[src/rtl/sipo_loopback_harness.sv]
// sipo_loopback_harness
//
// Loopback test block for a serial-in/parallel-out shift register.
// A parallel word is accepted, shifted out one bit per cycle (LSB first)
// from a parallel-in/serial-out register, recaptured by a SIPO register,
// and presented again as a parallel word. Every accepted word comes back
// unchanged.
//
// Parameters
//   WIDTH      word width in bits and number of serial cycles per word (>= 2)
//
// Ports
//   clk        single clock, rising-edge active
//   rst_n      asynchronous, active-low reset
//   in_valid   load request; word taken when in_valid && in_ready at an edge
//   in_data    parallel word to send
//   in_ready   high while idle and able to take a word
//   ser_valid  high during each of the WIDTH serial bit cycles
//   ser_data   current serial bit, LSB first; 0 while idle
//   out_valid  one-cycle pulse when a complete word has been recaptured
//   out_data   last recaptured word; held until the next word completes
//
// Timing: accept at edge E0, bit i is on the line after edge E0+i, and
// out_data/out_valid update at edge E0+WIDTH together with the return to
// idle. The next word can be taken at E0+WIDTH+1.

module sipo_loopback_harness #(
  parameter int WIDTH = 23
) (
  input  logic             clk,
  input  logic             rst_n,
  input  logic             in_valid,
  input  logic [WIDTH-1:0] in_data,
  output logic             in_ready,
  output logic             ser_valid,
  output logic             ser_data,
  output logic             out_valid,
  output logic [WIDTH-1:0] out_data
);

  localparam int CW = $clog2(WIDTH + 1);

  typedef enum logic {
    IDLE  = 1'b0,
    SHIFT = 1'b1
  } state_t;

  state_t           state_reg;
  state_t           state_next;

  logic [WIDTH-1:0] piso_reg;
  // The final bit of a word goes straight from the serial line into
  // out_data, so the SIPO only has to remember the WIDTH-1 bits before it.
  logic [WIDTH-1:1] sipo_reg;
  logic [CW-1:0]    cnt_reg;
  logic [WIDTH-1:0] out_data_reg;
  logic             out_valid_reg;

  logic             accept;
  logic             last_bit;

  // Next-state and combinational outputs.
  always_comb begin
    state_next = state_reg;
    in_ready   = 1'b0;
    ser_valid  = 1'b0;
    ser_data   = 1'b0;
    accept     = 1'b0;
    last_bit   = 1'b0;
    case (state_reg)
      IDLE: begin
        in_ready = 1'b1;
        if (in_valid) begin
          accept     = 1'b1;
          state_next = SHIFT;
        end
      end
      SHIFT: begin
        ser_valid = 1'b1;
        ser_data  = piso_reg[0];
        // Counter value WIDTH-1 means this edge clocks in the last bit.
        if (cnt_reg == CW'(WIDTH - 1)) begin
          last_bit   = 1'b1;
          state_next = IDLE;
        end
      end
      default: begin
        state_next = IDLE;
      end
    endcase
  end

  always_ff @(posedge clk or negedge rst_n) begin
    if (!rst_n) begin
      state_reg <= IDLE;
    end else begin
      state_reg <= state_next;
    end
  end

  // Datapath: PISO, SIPO, bit counter and the output word.
  always_ff @(posedge clk or negedge rst_n) begin
    if (!rst_n) begin
      piso_reg      <= '0;
      sipo_reg      <= '0;
      cnt_reg       <= '0;
      out_data_reg  <= '0;
      out_valid_reg <= 1'b0;
    end else begin
      out_valid_reg <= last_bit;
      if (accept) begin
        piso_reg <= in_data;
        cnt_reg  <= '0;
      end else if (state_reg == SHIFT) begin
        piso_reg <= piso_reg >> 1;
        sipo_reg <= {ser_data, sipo_reg[WIDTH-1:2]};
        cnt_reg  <= cnt_reg + CW'(1);
        if (last_bit) begin
          out_data_reg <= {ser_data, sipo_reg};
        end
      end
    end
  end

  assign out_valid = out_valid_reg;
  assign out_data  = out_data_reg;

endmodule

[config.mk]
export PLATFORM = sky130hd
export DESIGN_NAME = sipo_loopback_harness
export DESIGN_NICKNAME = d
export VERILOG_FILES = /design/src/rtl/sipo_loopback_harness.sv
export SDC_FILE = /design/constraint.sdc
export NUM_CORES = 1
export LEC_CHECK = 0
export ABC_AREA = 1
export BUFFER_PORTS_ARGS = -buffer_cell sky130_fd_sc_hd__buf_2
export CAP_MARGIN = 20
export CORE_ASPECT_RATIO = 0.9
export CORE_MARGIN = 2
export CORE_UTILIZATION = 44
export DETAILED_ROUTE_END_ITERATION = 12
export GPL_ROUTABILITY_DRIVEN = 0
export PLACE_DENSITY = 0.73
export SLEW_MARGIN = 20
export SYNTH_ARGS = -nofsm -noshare
export SYNTH_HDL_FRONTEND = slang
export SYNTH_SLANG_ARGS = --single-unit
[constraint.sdc]
create_clock -name clk -period 1.4 [get_ports clk]
set_input_delay 0.42 -clock clk [delete_from_list [all_inputs] [get_ports clk]]
set_output_delay 0.42 -clock clk [all_outputs]
set_load 0.01 [all_outputs]
==> impl_results.md <==
* Share of the synthesized area in compound gates (AO/OA/AOI/OAI) at 0.0127
* Core outline area at 6660 sq um
* Area added between synthesis and finish at 23.1%
* Most common cell in the synthesized netlist: nand2_1
* Type of the worst min-delay path: in -> reg
* Port Buf Inserts at 52
* Parity-gate share of the synthesized area counting xor and xnor cells at 0
* Post-Synthesis Cells at 355
* CP startpoint kind: flip-flop
* Library cell occupying the most area in the post-synthesis netlist: dfrtp_1
* Die outline width at 92.0 um
* Yosys reg bits at 75
* Maximum capacitance violations at 0
* Relative slew margins at 0.771
* Destination of the worst register-to-register timing path: piso_reg[21]
* Clock slew at the register clock pins of the worst setup and hold paths at 0.08 ns
* CTS tree: done
* Height of the die at 83.2 um
* Cell types with the highest counts after synthesis: nand2_1, dfrtp_1, nand3_1, inv_1, buf_2
* Remaining Overflow, GRT at 0
* Fraction of final layout cells with drive strength greater than 1 at 0.218
* Crit end category: output port
* Status: finished, violations left
* Filler cell count at 639
* Die footprint at 7650 sq um
* Placed cells at 499
* Pin count of the biggest net entering global routing at 25
* Number of enable flip-flop cells after synthesis at 0
* Sequential fraction of the synthesis area at 0.612
* Slew at the pin closest to its max-slew limit at 0.343 ns
* GRT Total Usage at 0.175
* Buffer cell driving the clock tree root: clkbuf_8
* Drt first-iter violations at 146
* Initial antenna violation count at 0
* Via density at 4.83
* Number of buffers between clock root and the deepest sink at 2
* Highest fanout seen on the critical path at 4
* Total wire length at 6150 um
* Biggest area contributors in the synthesized netlist: dfrtp_1, nand2_1, nand3_1
* I/O pin cnt at 53
* Launch point of the worst reg-to-reg path: state_reg
* Clock period minus final worst setup slack at 1.43 ns
* Wire length of the first global-routing pass at 10700 um
* Nets at 450
* Starting Density at 0.460
* Worst IR Drop VDD at 906 uV
* Unrepaired setup endpoints after global routing: yes
* Number of global-route vias before repair at 2387
* Pre-CTS setup slack at 0.112 ns
* Type of the worst setup path: reg -> out
* CTS buffer count at 9
* Hold Path End: piso_reg[8]
* Simple logic cell fraction of the synthesized area at 0.319
* Required @ worst endpoint at 0.98 ns
* Fmax at 0.699 GHz
* Antenna-violating nets left at 0
* Number of placement rows at 28
* Crit path DAT at 1.01 ns
* Sum of net half-perimeters after detailed placement at 4220 um
* Post-Layout Cell Count at 517
* Static Leak at 2.11 nW
* Fin area at 3770 sq um
* Post-Place Cell Area at 3510 sq um
* Fin worst setup slack at -0.0302 ns
* Main combinational cell family by area after synthesis: simple AND/OR/NAND/NOR gates
* CTS HTree Levels at 3
* Post-layout total power at 7.74 mW
* Violations in the final reports: negative setup slack
* Clk Latency, worst-skew pair at 0.35 ns
* FFs w/ async S/R, synth at 1.00
* Drt pass-1 iters at 5
* Wirelength per Cell at 11.9 um
* Count of final hold-check violations at 0
* Worst hold path cell count at 3
* Synthesized area per cell at 8.63 sq um
* Proportion of netlist area held by the largest area contributor at 0.612
* Startpoint of the worst hold path: in_data[8]
* Power density over the cells at 2050 nW/um^2
* Launching element of the worst setup path: state_reg
* Portion of netlist area occupied by mux cells at 0
* Setup Skew at 0.00819 ns
* Final setup violation count at 1
* Synthesized net count at 383
* Unique cell type count in the Yosys netlist at 19
* Clock Sinks at 75
* DRC errors left at 0
* Final worst-path cycle share at 1.02
* Number of warning messages in the yosys log at 0
* Routed via count at 2496
* Reg-to-reg setup timing slack at 0.09 ns
* Final antenna diode count at 0
* Worst r2r path cells at 5
* Total standard cell area after synthesis at 3060 sq um
* Primary FF master, synth: dfrtp_1
* Post-layout utilization of the core at 0.567
* Adder and majority cell fraction of the synthesized area at 0.00817
* Max-slew violation total from the final report at 0
==> cell usage in the layout (no fill, tap or decap) <==
cell type	synthesis	final
a21oi_1	1	1
buf_12	0	2
buf_2	9	50
buf_4	2	19
buf_6	2	1
bufinv_16	0	2
clkbuf_8	0	10
clkinv_4	0	1
clkinvlp_4	0	1
dfrtp_1	75	74
dfrtp_2	0	1
dlygate4sd3_1	0	1
ha_1	2	2
inv_1	12	12
inv_2	0	1
inv_6	0	1
inv_8	0	1
nand2_1	184	183
nand2_2	1	2
nand3_1	46	46
nand4_1	2	2
nor2_1	7	7
nor2_4	1	1
o211ai_1	1	1
o21ai_0	4	4
o22ai_1	1	1
==> worst max-delay path: stages, from the launching register on <==
cell and delay [ns]:
dfrtp_2 0.44, nand2_2 0.07, inv_1 0.04, buf_2 0.12
==> how the worst max path moves through the flow <==
stage                   end  slack [ns]  cells past startpoint
2_1_floorplan      in_ready        0.09                      2
3_3_place_gp   piso_reg[21]        0.13                      6
3_5_place_dp   out_data[11]        0.11                      6
4_1_cts            ser_data       -0.04                      3
5_1_grt            ser_data       -0.09                      3
6_report           ser_data       -0.03                      3
==> logic make-up (layout without fill, tap and decap cells) <==
logic type / count (synthesis) / count (layout)
fa+ha+maj: 2 / 2
flops: 75 / 75
simple gates: 241 / 241
buf+inv: 30 / 102
compound gates: 7 / 7
==> routing by layer <==
metal,global-route usage,vias up,part of all wire
met2,0.283,82,0.48
met1,0.220,1163,0.44
met4,0.0488,0,0.012
met3,0.0681,8,0.069
met5,0,-,0
li1,-,1243,-
==> area by class of cell <==
cell class | instances | area (sq um) | area share
repair buffers | 73 | 454 | 0.120
inverters | 13 | 48.8 | 0.0129
clock buffers | 10 | 138 | 0.0365
flip-flops and latches | 75 | 1880 | 0.498
multi-input cells | 250 | 1040 | 0.277
clock inverters | 6 | 96.3 | 0.0255
well taps | 90 | 113 | 0.0299
==> repair_timing <==
| action | CTS | global route |
|---|---|---|
| endpoints found under the setup margin | 3 | 2 |
| hold buffers | 1 | 0 |
| setup buffers | 1 | 0 |
| endpoints found under the hold margin | 21 | 0 |
| resized for setup | 2 | 2 |
==> through the flow <==
stage | hold WS, ns | TNS (ns)
6_report | 0.280 | -0.0302
2_1_floorplan | 0.124 | 0
3_3_place_gp | 0.345 | 0
4_1_cts | 0.264 | -0.0750
5_1_grt | 0.262 | -0.136
3_5_place_dp | 0.353 | 0
==> report_power, final <==
part / internal [mW] / switching, mW / total (mW) / leakage [nW]
clock network: 1.07 / 0.831 / 1.90 / 0.115
logic: 0.956 / 1.35 / 2.31 / 1.01
registers: 2.99 / 0.537 / 3.53 / 0.990
No activity file was read; power rests on OpenSTA's default activity.
